`config.mk`:
```
export PLATFORM = sky130hd
export DESIGN_NAME = serial_sub_flat
export DESIGN_NICKNAME = d
export VERILOG_FILES = /design/src/rtl/sub_pkg.sv /design/src/rtl/serial_sub_if.sv /design/src/rtl/digit_sub.sv /design/src/rtl/serial_sub.sv /design/src/flat_wrapper.sv
export SDC_FILE = /design/constraint.sdc
export NUM_CORES = 1
export LEC_CHECK = 0
export ABC_AREA = 1
export BUFFER_PORTS_ARGS = -buffer_cell sky130_fd_sc_hd__buf_2
export CAP_MARGIN = 10
export CORE_ASPECT_RATIO = 0.9
export CORE_MARGIN = 8
export CORE_UTILIZATION = 49
export DETAILED_ROUTE_END_ITERATION = 10
export HOLD_SLACK_MARGIN = 0.06
export PLACE_DENSITY = 0.77
export SETUP_SLACK_MARGIN = 0.4
export SYNTH_ARGS = -nofsm -noshare
export SYNTH_HDL_FRONTEND = slang
export SYNTH_HIERARCHICAL = 1
export SYNTH_SLANG_ARGS = --single-unit
```
`constraint.sdc`:
```
create_clock -name clk_i -period 1.86 [get_ports clk_i]
set_input_delay 0.093 -clock clk_i [delete_from_list [all_inputs] [get_ports clk_i]]
set_output_delay 0.093 -clock clk_i [all_outputs]
set_load 0.02 [all_outputs]
```
`src/rtl/sub_pkg.sv`:
```
// Shared types and elaboration helpers for the digit-serial subtractor.
package sub_pkg;

  typedef enum logic [1:0] {
    ST_IDLE = 2'd0,
    ST_RUN  = 2'd1,
    ST_DONE = 2'd2
  } state_e;

  // Legal when the word splits into a whole number of digits of at least one bit.
  function automatic bit cfg_legal(int unsigned width, int unsigned digit);
    return (width >= 2) && (digit >= 1) && (digit <= width) && ((width % digit) == 0);
  endfunction

endpackage

```
`src/rtl/serial_sub_if.sv`:
```
// Start/done request bus between a requester and serial_sub.
interface serial_sub_if #(
  parameter int unsigned WIDTH = 16
);
  logic             start;
  logic [WIDTH-1:0] a;
  logic [WIDTH-1:0] b;
  logic             bi;
  logic             busy;
  logic             done;
  logic [WIDTH-1:0] d;
  logic             bo;
  logic             ovf;

  modport master (output start, a, b, bi, input busy, done, d, bo, ovf);
  modport slave  (input start, a, b, bi, output busy, done, d, bo, ovf);
endinterface

```
`src/rtl/digit_sub.sv`:
```
// Combinational DIGIT-bit ripple-borrow subtractor slice.
module digit_sub #(
  parameter int unsigned DIGIT = 4
) (
  input  logic [DIGIT-1:0] a_i,
  input  logic [DIGIT-1:0] b_i,
  input  logic             bin_i,
  output logic [DIGIT-1:0] d_o,
  output logic             bout_o,
  output logic             bmsb_in_o
);

  logic [DIGIT:0] brw;

  always_comb begin
    brw    = '0;
    d_o    = '0;
    brw[0] = bin_i;
    for (int i = 0; i < int'(DIGIT); i++) begin
      d_o[i]     = a_i[i] ^ b_i[i] ^ brw[i];
      brw[i + 1] = (~a_i[i] & (b_i[i] | brw[i])) | (b_i[i] & brw[i]);
    end
  end

  assign bout_o    = brw[DIGIT];
  assign bmsb_in_o = brw[DIGIT-1];

endmodule

```
`src/rtl/serial_sub.sv`:
```
// Digit-serial D = A - B - BI, DIGIT bits per clock, start/done handshake.
module serial_sub
  import sub_pkg::*;
#(
  parameter int unsigned WIDTH = 16,
  parameter int unsigned DIGIT = 4
) (
  input logic         clk_i,
  input logic         rst_ni,
  serial_sub_if.slave bus
);

  localparam int unsigned STEPS = WIDTH / DIGIT;
  localparam int unsigned CW    = (STEPS > 1) ? $clog2(STEPS) : 1;

  if (!cfg_legal(WIDTH, DIGIT)) begin : g_bad_cfg
    $error("serial_sub: illegal WIDTH/DIGIT combination");
  end

  state_e            state_q, state_d;
  logic [CW-1:0]     cnt_q;
  logic [WIDTH-1:0]  a_q, b_q, res_q;
  logic [WIDTH-1:0]  res_d;
  logic              brw_q;
  logic [WIDTH-1:0]  d_q;
  logic              bo_q, ovf_q, busy_q, done_q;
  logic              busy_d, done_d;
  logic              load, step, last, fin;
  logic [DIGIT-1:0]  dg_d;
  logic              dg_bout, dg_bmsb;

  assign last = (cnt_q == CW'(STEPS - 1));

  digit_sub #(.DIGIT(DIGIT)) u_digit (
    .a_i       (a_q[DIGIT-1:0]),
    .b_i       (b_q[DIGIT-1:0]),
    .bin_i     (brw_q),
    .d_o       (dg_d),
    .bout_o    (dg_bout),
    .bmsb_in_o (dg_bmsb)
  );

  // New digit enters at the top so the first (least significant) digit ends up at the bottom.
  assign res_d = (res_q >> DIGIT) | (WIDTH'(dg_d) << (WIDTH - DIGIT));

  always_ff @(posedge clk_i) begin
    if (!rst_ni) state_q <= ST_IDLE;
    else         state_q <= state_d;
  end

  always_comb begin
    state_d = state_q;
    unique case (state_q)
      ST_IDLE: if (bus.start) state_d = ST_RUN;
      ST_RUN:  if (last)      state_d = ST_DONE;
      ST_DONE: state_d = bus.start ? ST_RUN : ST_IDLE;
      default: state_d = ST_IDLE;
    endcase
  end

  always_comb begin
    load   = 1'b0;
    step   = 1'b0;
    fin    = 1'b0;
    busy_d = (state_d == ST_RUN);
    done_d = (state_d == ST_DONE);
    if (state_q == ST_RUN) begin
      step = 1'b1;
      fin  = last;
    end else begin
      load = bus.start;
    end
  end

  // Operand/result shifters and held outputs; results only move at completion.
  always_ff @(posedge clk_i) begin
    if (!rst_ni) begin
      a_q    <= '0;
      b_q    <= '0;
      res_q  <= '0;
      brw_q  <= 1'b0;
      cnt_q  <= '0;
      d_q    <= '0;
      bo_q   <= 1'b0;
      ovf_q  <= 1'b0;
      busy_q <= 1'b0;
      done_q <= 1'b0;
    end else begin
      if (load) begin
        a_q   <= bus.a;
        b_q   <= bus.b;
        brw_q <= bus.bi;
        cnt_q <= '0;
        res_q <= '0;
      end else if (step) begin
        a_q   <= a_q >> DIGIT;
        b_q   <= b_q >> DIGIT;
        brw_q <= dg_bout;
        cnt_q <= cnt_q + CW'(1);
        res_q <= res_d;
      end
      if (fin) begin
        d_q   <= res_d;
        bo_q  <= dg_bout;
        ovf_q <= dg_bout ^ dg_bmsb;
      end
      busy_q <= busy_d;
      done_q <= done_d;
    end
  end

  assign bus.busy = busy_q;
  assign bus.done = done_q;
  assign bus.d    = d_q;
  assign bus.bo   = bo_q;
  assign bus.ovf  = ovf_q;

endmodule

```
`src/flat_wrapper.sv`:
```
// flat-port wrapper written by rule: the top's interface ports become plain ports
module serial_sub_flat import sub_pkg::*;
#(
  parameter int unsigned WIDTH = 16,
  parameter int unsigned DIGIT = 4
)
  (clk_i, rst_ni, bus_start, bus_a, bus_b, bus_bi, bus_busy, bus_done, bus_d, bus_bo, bus_ovf);
  serial_sub_if #(.WIDTH(WIDTH)) bus_i ();
  input logic clk_i;
  input logic rst_ni;
  input wire logic [$bits(bus_i.start)-1:0] bus_start;
  input wire logic [$bits(bus_i.a)-1:0] bus_a;
  input wire logic [$bits(bus_i.b)-1:0] bus_b;
  input wire logic [$bits(bus_i.bi)-1:0] bus_bi;
  output wire logic [$bits(bus_i.busy)-1:0] bus_busy;
  output wire logic [$bits(bus_i.done)-1:0] bus_done;
  output wire logic [$bits(bus_i.d)-1:0] bus_d;
  output wire logic [$bits(bus_i.bo)-1:0] bus_bo;
  output wire logic [$bits(bus_i.ovf)-1:0] bus_ovf;
  assign bus_i.start = bus_start;
  assign bus_i.a = bus_a;
  assign bus_i.b = bus_b;
  assign bus_i.bi = bus_bi;
  assign bus_busy = bus_i.busy;
  assign bus_done = bus_i.done;
  assign bus_d = bus_i.d;
  assign bus_bo = bus_i.bo;
  assign bus_ovf = bus_i.ovf;
  serial_sub #(.WIDTH(WIDTH), .DIGIT(DIGIT)) u_core (.clk_i(clk_i), .rst_ni(rst_ni), .bus(bus_i));
endmodule
```
Yosys cells after proc, flatten, opt, wreduce, memory -nomap -nowiden
Cells that the tools add are included.
{ "classes": {"add_sub_neg": 1, "n_eq_ne": 5, "muxes": 13, "bitwise": 31, "reduce_logical": 3} }
{ "ops": {"columns": ["operator", "count"], "rows": [
  ["16-bit 2-to-1 mux", 4],
  ["12-bit by 16-bit bitwise OR with 16-bit output", 1],
  ["1-bit XOR", 9],
  ["1-bit bitwise AND", 8],
  ["1-bit bitwise OR", 8],
  ["2-bit equality test, second input constant", 3],
  ["1-bit 2-to-1 mux", 6],
  ["2-bit case mux with 3 select lines", 1],
  ["1-bit inverter", 5],
  ["2-bit by 1-bit equality test with 1-bit output, second input constant", 2],
  ["2-bit 2-to-1 mux", 2],
  ["2-bit by 1-bit adder with 2-bit output, second input constant", 1],
  ["2-bit logical NOT", 1],
  ["2-bit nonzero test", 1],
  ["2-bit OR reduction", 1]
]} }
{ "word_totals": {"reg_bits": 73, "input_bits": 36, "output_inout_bits": 20, "wordCells": 64} }

Depth between registers and ports, before layout
{ "depth": {"depth_word": 14, "mapped_depth": 13, "mapped_depth_nobuf": 13} }

Modules after synthesis
The synthesis kept the hierarchy.
{ "modules_own_cells": {"columns": ["module", "instances", "cells_per_inst", "area_per_inst_um2", "seq_area_each_um2"], "rows": [
  ["serial_sub", 1, 383, 2805.2, 1381.3],
  ["digit_sub", 1, 21, 131.4, 0.0]
]} }

Worst setup path before layout
Ideal clock, no wire load.
{ "synth_timing": {"path_type": "reg2reg", "from": "reg u_core.b_q[0]", "to": "reg u_core.ovf_q, in the netlist u_core/bus.ovf", "setup_ns": 0.064, "arrival_ns": 1.871, "t_required_ns": 1.796, "path_slack_ns": -0.075, "path_stages_with_launch": 13, "n_path_buf": 0, "synth_period_minus_slack_ns": 1.935, "path_cell_list": "dfxtp_1 inv_1 fa_1 inv_1 fa_1 inv_1 fa_1 inv_1 nand2_2 nand2_1 xor2_1 nor2_1 nor2_1"} }
{ "synth_via": {"elab_chain_len": 13, "word_cells_on_any_way": 17, "cone_classes": "17 x bitwise"} }
{ "synth_lines": {"columns": ["item", "line", "source"], "rows": [
  ["from (decl)", "serial_sub.sv:22", "logic [WIDTH-1:0] a_q, b_q, res_q;"],
  ["from (signal assigned)", "serial_sub.sv:91", "b_q <= bus.b;"],
  ["from (signal assigned)", "serial_sub.sv:97", "b_q <= b_q >> DIGIT;"],
  ["1-bit bitwise OR", "digit_sub.sv:21", "brw[i + 1] = (~a_i[i] & (b_i[i] | brw[i])) | (b_i[i] & brw[i]);"],
  ["1-bit bitwise AND", "digit_sub.sv:21", null],
  ["1-bit bitwise OR *", "digit_sub.sv:21", null],
  ["1-bit bitwise OR", "digit_sub.sv:21", null],
  ["1-bit bitwise AND", "digit_sub.sv:21", null],
  ["1-bit bitwise OR *", "digit_sub.sv:21", null],
  ["1-bit bitwise OR", "digit_sub.sv:21", null],
  ["1-bit bitwise AND", "digit_sub.sv:21", null],
  ["1-bit bitwise OR *", "digit_sub.sv:21", null],
  ["named net u_core.dg_bmsb", "serial_sub.sv:30", "logic dg_bout, dg_bmsb;"],
  ["1-bit bitwise OR", "digit_sub.sv:21", null],
  ["1-bit bitwise AND", "digit_sub.sv:21", null],
  ["1-bit bitwise OR *", "digit_sub.sv:21", null],
  ["named net u_core.dg_bout", "serial_sub.sv:30", null],
  ["1-bit XOR *", "serial_sub.sv:105", "ovf_q <= dg_bout ^ dg_bmsb;"],
  ["to (signal assigned)", "serial_sub.sv:105", null],
  ["to (decl)", "serial_sub.sv:26", "logic bo_q, ovf_q, busy_q, done_q;"]
]} }
Mark *: on every way through the listed nets, which the timed path passes. The rest lies on a longest branch.
A chain may end at the register's enable or synchronous reset.

Worst setup path in the final report
{ "layout_timing": {"from": "reg u_core.a_q[0]", "to": "reg u_core.ovf_q, in the netlist u_core/bus.ovf"} }
{ "layout_via": {"elab_chain_len": 13, "word_cells_on_any_way": 16, "cone_classes": "16 x bitwise"} }
{ "layout_lines": {"columns": ["item", "line", "source"], "rows": [
  ["from (decl)", "serial_sub.sv:22", null],
  ["from (signal assigned)", "serial_sub.sv:90", "a_q <= bus.a;"],
  ["from (signal assigned)", "serial_sub.sv:96", "a_q <= a_q >> DIGIT;"],
  ["1-bit inverter *", "digit_sub.sv:21", null],
  ["1-bit bitwise AND *", "digit_sub.sv:21", null],
  ["1-bit bitwise OR *", "digit_sub.sv:21", null],
  ["1-bit bitwise OR", "digit_sub.sv:21", null],
  ["1-bit bitwise AND", "digit_sub.sv:21", null],
  ["1-bit bitwise OR *", "digit_sub.sv:21", null],
  ["1-bit bitwise OR", "digit_sub.sv:21", null],
  ["1-bit bitwise AND", "digit_sub.sv:21", null],
  ["1-bit bitwise OR *", "digit_sub.sv:21", null],
  ["1-bit bitwise OR", "digit_sub.sv:21", null],
  ["1-bit bitwise AND", "digit_sub.sv:21", null],
  ["1-bit bitwise OR *", "digit_sub.sv:21", null],
  ["named net u_core.dg_bout", "serial_sub.sv:30", null],
  ["1-bit XOR *", "serial_sub.sv:105", null]
]} }
Marked as above.

==> results_dict.tcl <==
set metrics [dict create \
    status "complete, but fails checks" \
    failed_checks "setup timing" \
    wl_per_cell_um 12.5 \
    io_buffer_count 55 \
    vias_per_cell 4.97 \
    routed_wirelength_um 6820 \
    fin_skew_ns 0.00933 \
    syn_area_um2 2940 \
    leakagePower_nw 1.83 \
    ys_seq_elements 69 \
    grt_pass1_vias 2456 \
    clockBufferDepth 2 \
    via_count 2724 \
    grt_max_degree 47 \
    core.rowCount 26 \
    mostFrequentLayoutCells "nand2_1 (114), nand3_1 (97), dfxtp_1 (66)" \
    gr-total-overflow 0 \
    drive_gt1_frac 0.234 \
    required_ns 2.15 \
    grt_use_met1 0.175 \
    drtIter0Drc 212 \
    gp_congestion 0.785 \
    synthCells 404 \
    cts.sinks 69 \
    cts_made_buffers 9 \
    cts_tree "built" \
    cts_root_buf "clkbuf_8" \
    hold_violations 0 \
    synthAdderAreaFrac 0.0247 \
    antennaDiodeCount 0 \
    start_kind "flip-flop" \
    synthMuxAreaShare 0 \
    post-route-min-period_ns 1.96 \
    finalCritPeriodShare 1.05 \
    tns_ns -0.209 \
    peakVddDrop_mv 0.716 \
    met2_usage 0.276 \
    slew_headroom 0.592 \
    end_kind "flip-flop" \
    fillCellCount 519 \
    grt_use_total 0.158 \
    grtUsageMet3 0.0649 \
    synth_nets 444 \
    path_max_fanout 3 \
    postSynthAreaPerCell_um2 7.27 \
    async_reset_ff_frac 0 \
    dpl_cell_area_um2 3270 \
    htreeDepth 3 \
    drv_slew 0 \
    grt.busiest_layer "met2" \
    synth_compound_area_frac 0.0507 \
    synth_cell_type_count 21 \
    dieArea_um2 8730 \
    yosys.area_share.simple 0.346 \
    dpl.hpwl_um 4560 \
    die_w_um 97.6 \
    powerDensity_nw_per_um2 846 \
    total_power_mw 3.08 \
    finish.utilization 0.637 \
    tightest_slew_ns 0.612 \
    setup_slack_ns -0.100 \
    syn2layout_area_growth_pct 24.1 \
    final_nets 513 \
    fin_area_um2 3640 \
    core-area_um2 5730 \
    antenna_found_initial 0 \
    cap_violations 0 \
    ant_nets 0 \
    ios 56 \
    finalSetupViolCount 4 \
    fmax_ghz 0.510 \
    ys.flop_type "dfxtp_1" \
    drcViolationCount 0 \
    synth_xor_area_frac 0.00597 \
    critPathKind "reg2reg" \
    synth_top_family_by_area "simple AND/OR/NAND/NOR gates" \
    synth_edf_count 0 \
    seq_area_frac_synth 0.470 \
    cp.arrival_ns 2.25 \
    grt_first_pass_wirelength_um 11100 \
    rsz0062_at_grt "yes" \
    drtPass1Iterations 4 \
    die_h_um 89.4 \
    clkLatencyLatePin_ns 0.35 \
    final_common_cell "nand2_1" \
    ys_warn_count 6 \
    place_ws_ns -0.0981 \
    path_clk_slew_ns 0.08 \
    hold_path.class "in2reg" \
    initial_core_util 0.513 \
]
[critical path: stages (launching register included)]
cell and delay, ns:
dfxtp_2 0.34, fa_2 0.37, inv_2 0.06, fa_2 0.18, inv_2 0.04, fa_2 0.34, nand2_2 0.10, nand2_2 0.06
nand2_2 0.08, xor2_1 0.16, nor2_1 0.07, nor2_1 0.10
[logic make-up (layout without fill, tap and decap cells)]
group	count (synthesis)	count (layout)
AO/OA/AOI/OAI	29	29
XOR/XNOR	2	2
adder cells (fa/ha/maj)	4	4
buffers and inverters	68	142
flip-flops	69	69
AND/OR/NAND/NOR	232	232
[flip-flops by register name, summed over array words and instances (netlist names), 2 cells and up]
register        flops
u_core/a_q         16
u_core/b_q         16
u_core/bus.d       16
u_core/cnt_q        2
u_core/res_q       12
u_core/state_q      2
[synthesized netlist by cell type (2+ instances only)]
cell type  instances  share of area
buf_6              3          0.012
a21oi_1           23          0.039
nand2_1          119           0.15
buf_2             14          0.024
buf_1              3         0.0038
inv_2              5         0.0064
xor2_1             2         0.0060
clkbuf_1           4         0.0051
dfxtp_1           69           0.47
o21ai_0            5         0.0085
fa_1               3          0.020
inv_1             37          0.047
nand3_1           97           0.17
nor2_4             2         0.0077
nor2_1            12          0.015
[per-stage QoR]
step                hold WS, ns  cells
floorplan                 0.258    404
global placement          0.365    513
detailed placement        0.368    513
CTS                      0.0603    542
global route             0.0612    548
finish                   0.0680    548
[layout make-up]
class	instances	area, um^2	area share
well taps	70	87.6	0.0240
flip-flops and latches	69	1390	0.380
clock buffers	11	131	0.0360
clock inverters	5	37.5	0.0103
inverters	43	164	0.0450
multi-input cells	267	1280	0.351
repair buffers	83	559	0.153
[final timing paths]
kind | start | end | slack, ns | cells after the start
max | u_core/a_q[0]$_SDFFE_PN0P_ | u_core/bus.ovf$_SDFFE_PN0P_ | -0.10 | 11
min | bus_a[6] | u_core/a_q[6]$_SDFFE_PN0P_ | 0.07 | 5
max reg2reg | u_core/a_q[0]$_SDFFE_PN0P_ | u_core/bus.ovf$_SDFFE_PN0P_ | -0.10 | 11
min reg2reg | u_core/b_q[15]$_SDFFE_PN0P_ | u_core/b_q[15]$_SDFFE_PN0P_ | 0.46 | 2
[power breakdown]
group          switching (mW)  internal [mW]  total, mW
registers              0.0343           1.53       1.57
clock network           0.570          0.486       1.06
logic                   0.254          0.204      0.457
total                   0.858           2.22       3.08
[routing by layer]
layer | routed length (um) | share of wire | up-vias
met2 | 3330 | 0.49 | 61
met3 | 335 | 0.049 | 6
met5 | 0 | 0 | -
met1 | 3100 | 0.45 | 1236
li1 | - | - | 1421
met4 | 55 | 0.0081 | 0
[repair_timing]
action / in CTS / in global routing
gates resized for setup: 2 / 8
buffers inserted: 0 / 6
setup endpoints to repair: 8 / 25
hold buffers: 13 / 0
pin swaps: 1 / 7
hold endpoints to repair: 13 / 0
Note: power is estimated with default switching activity, not from simulation.
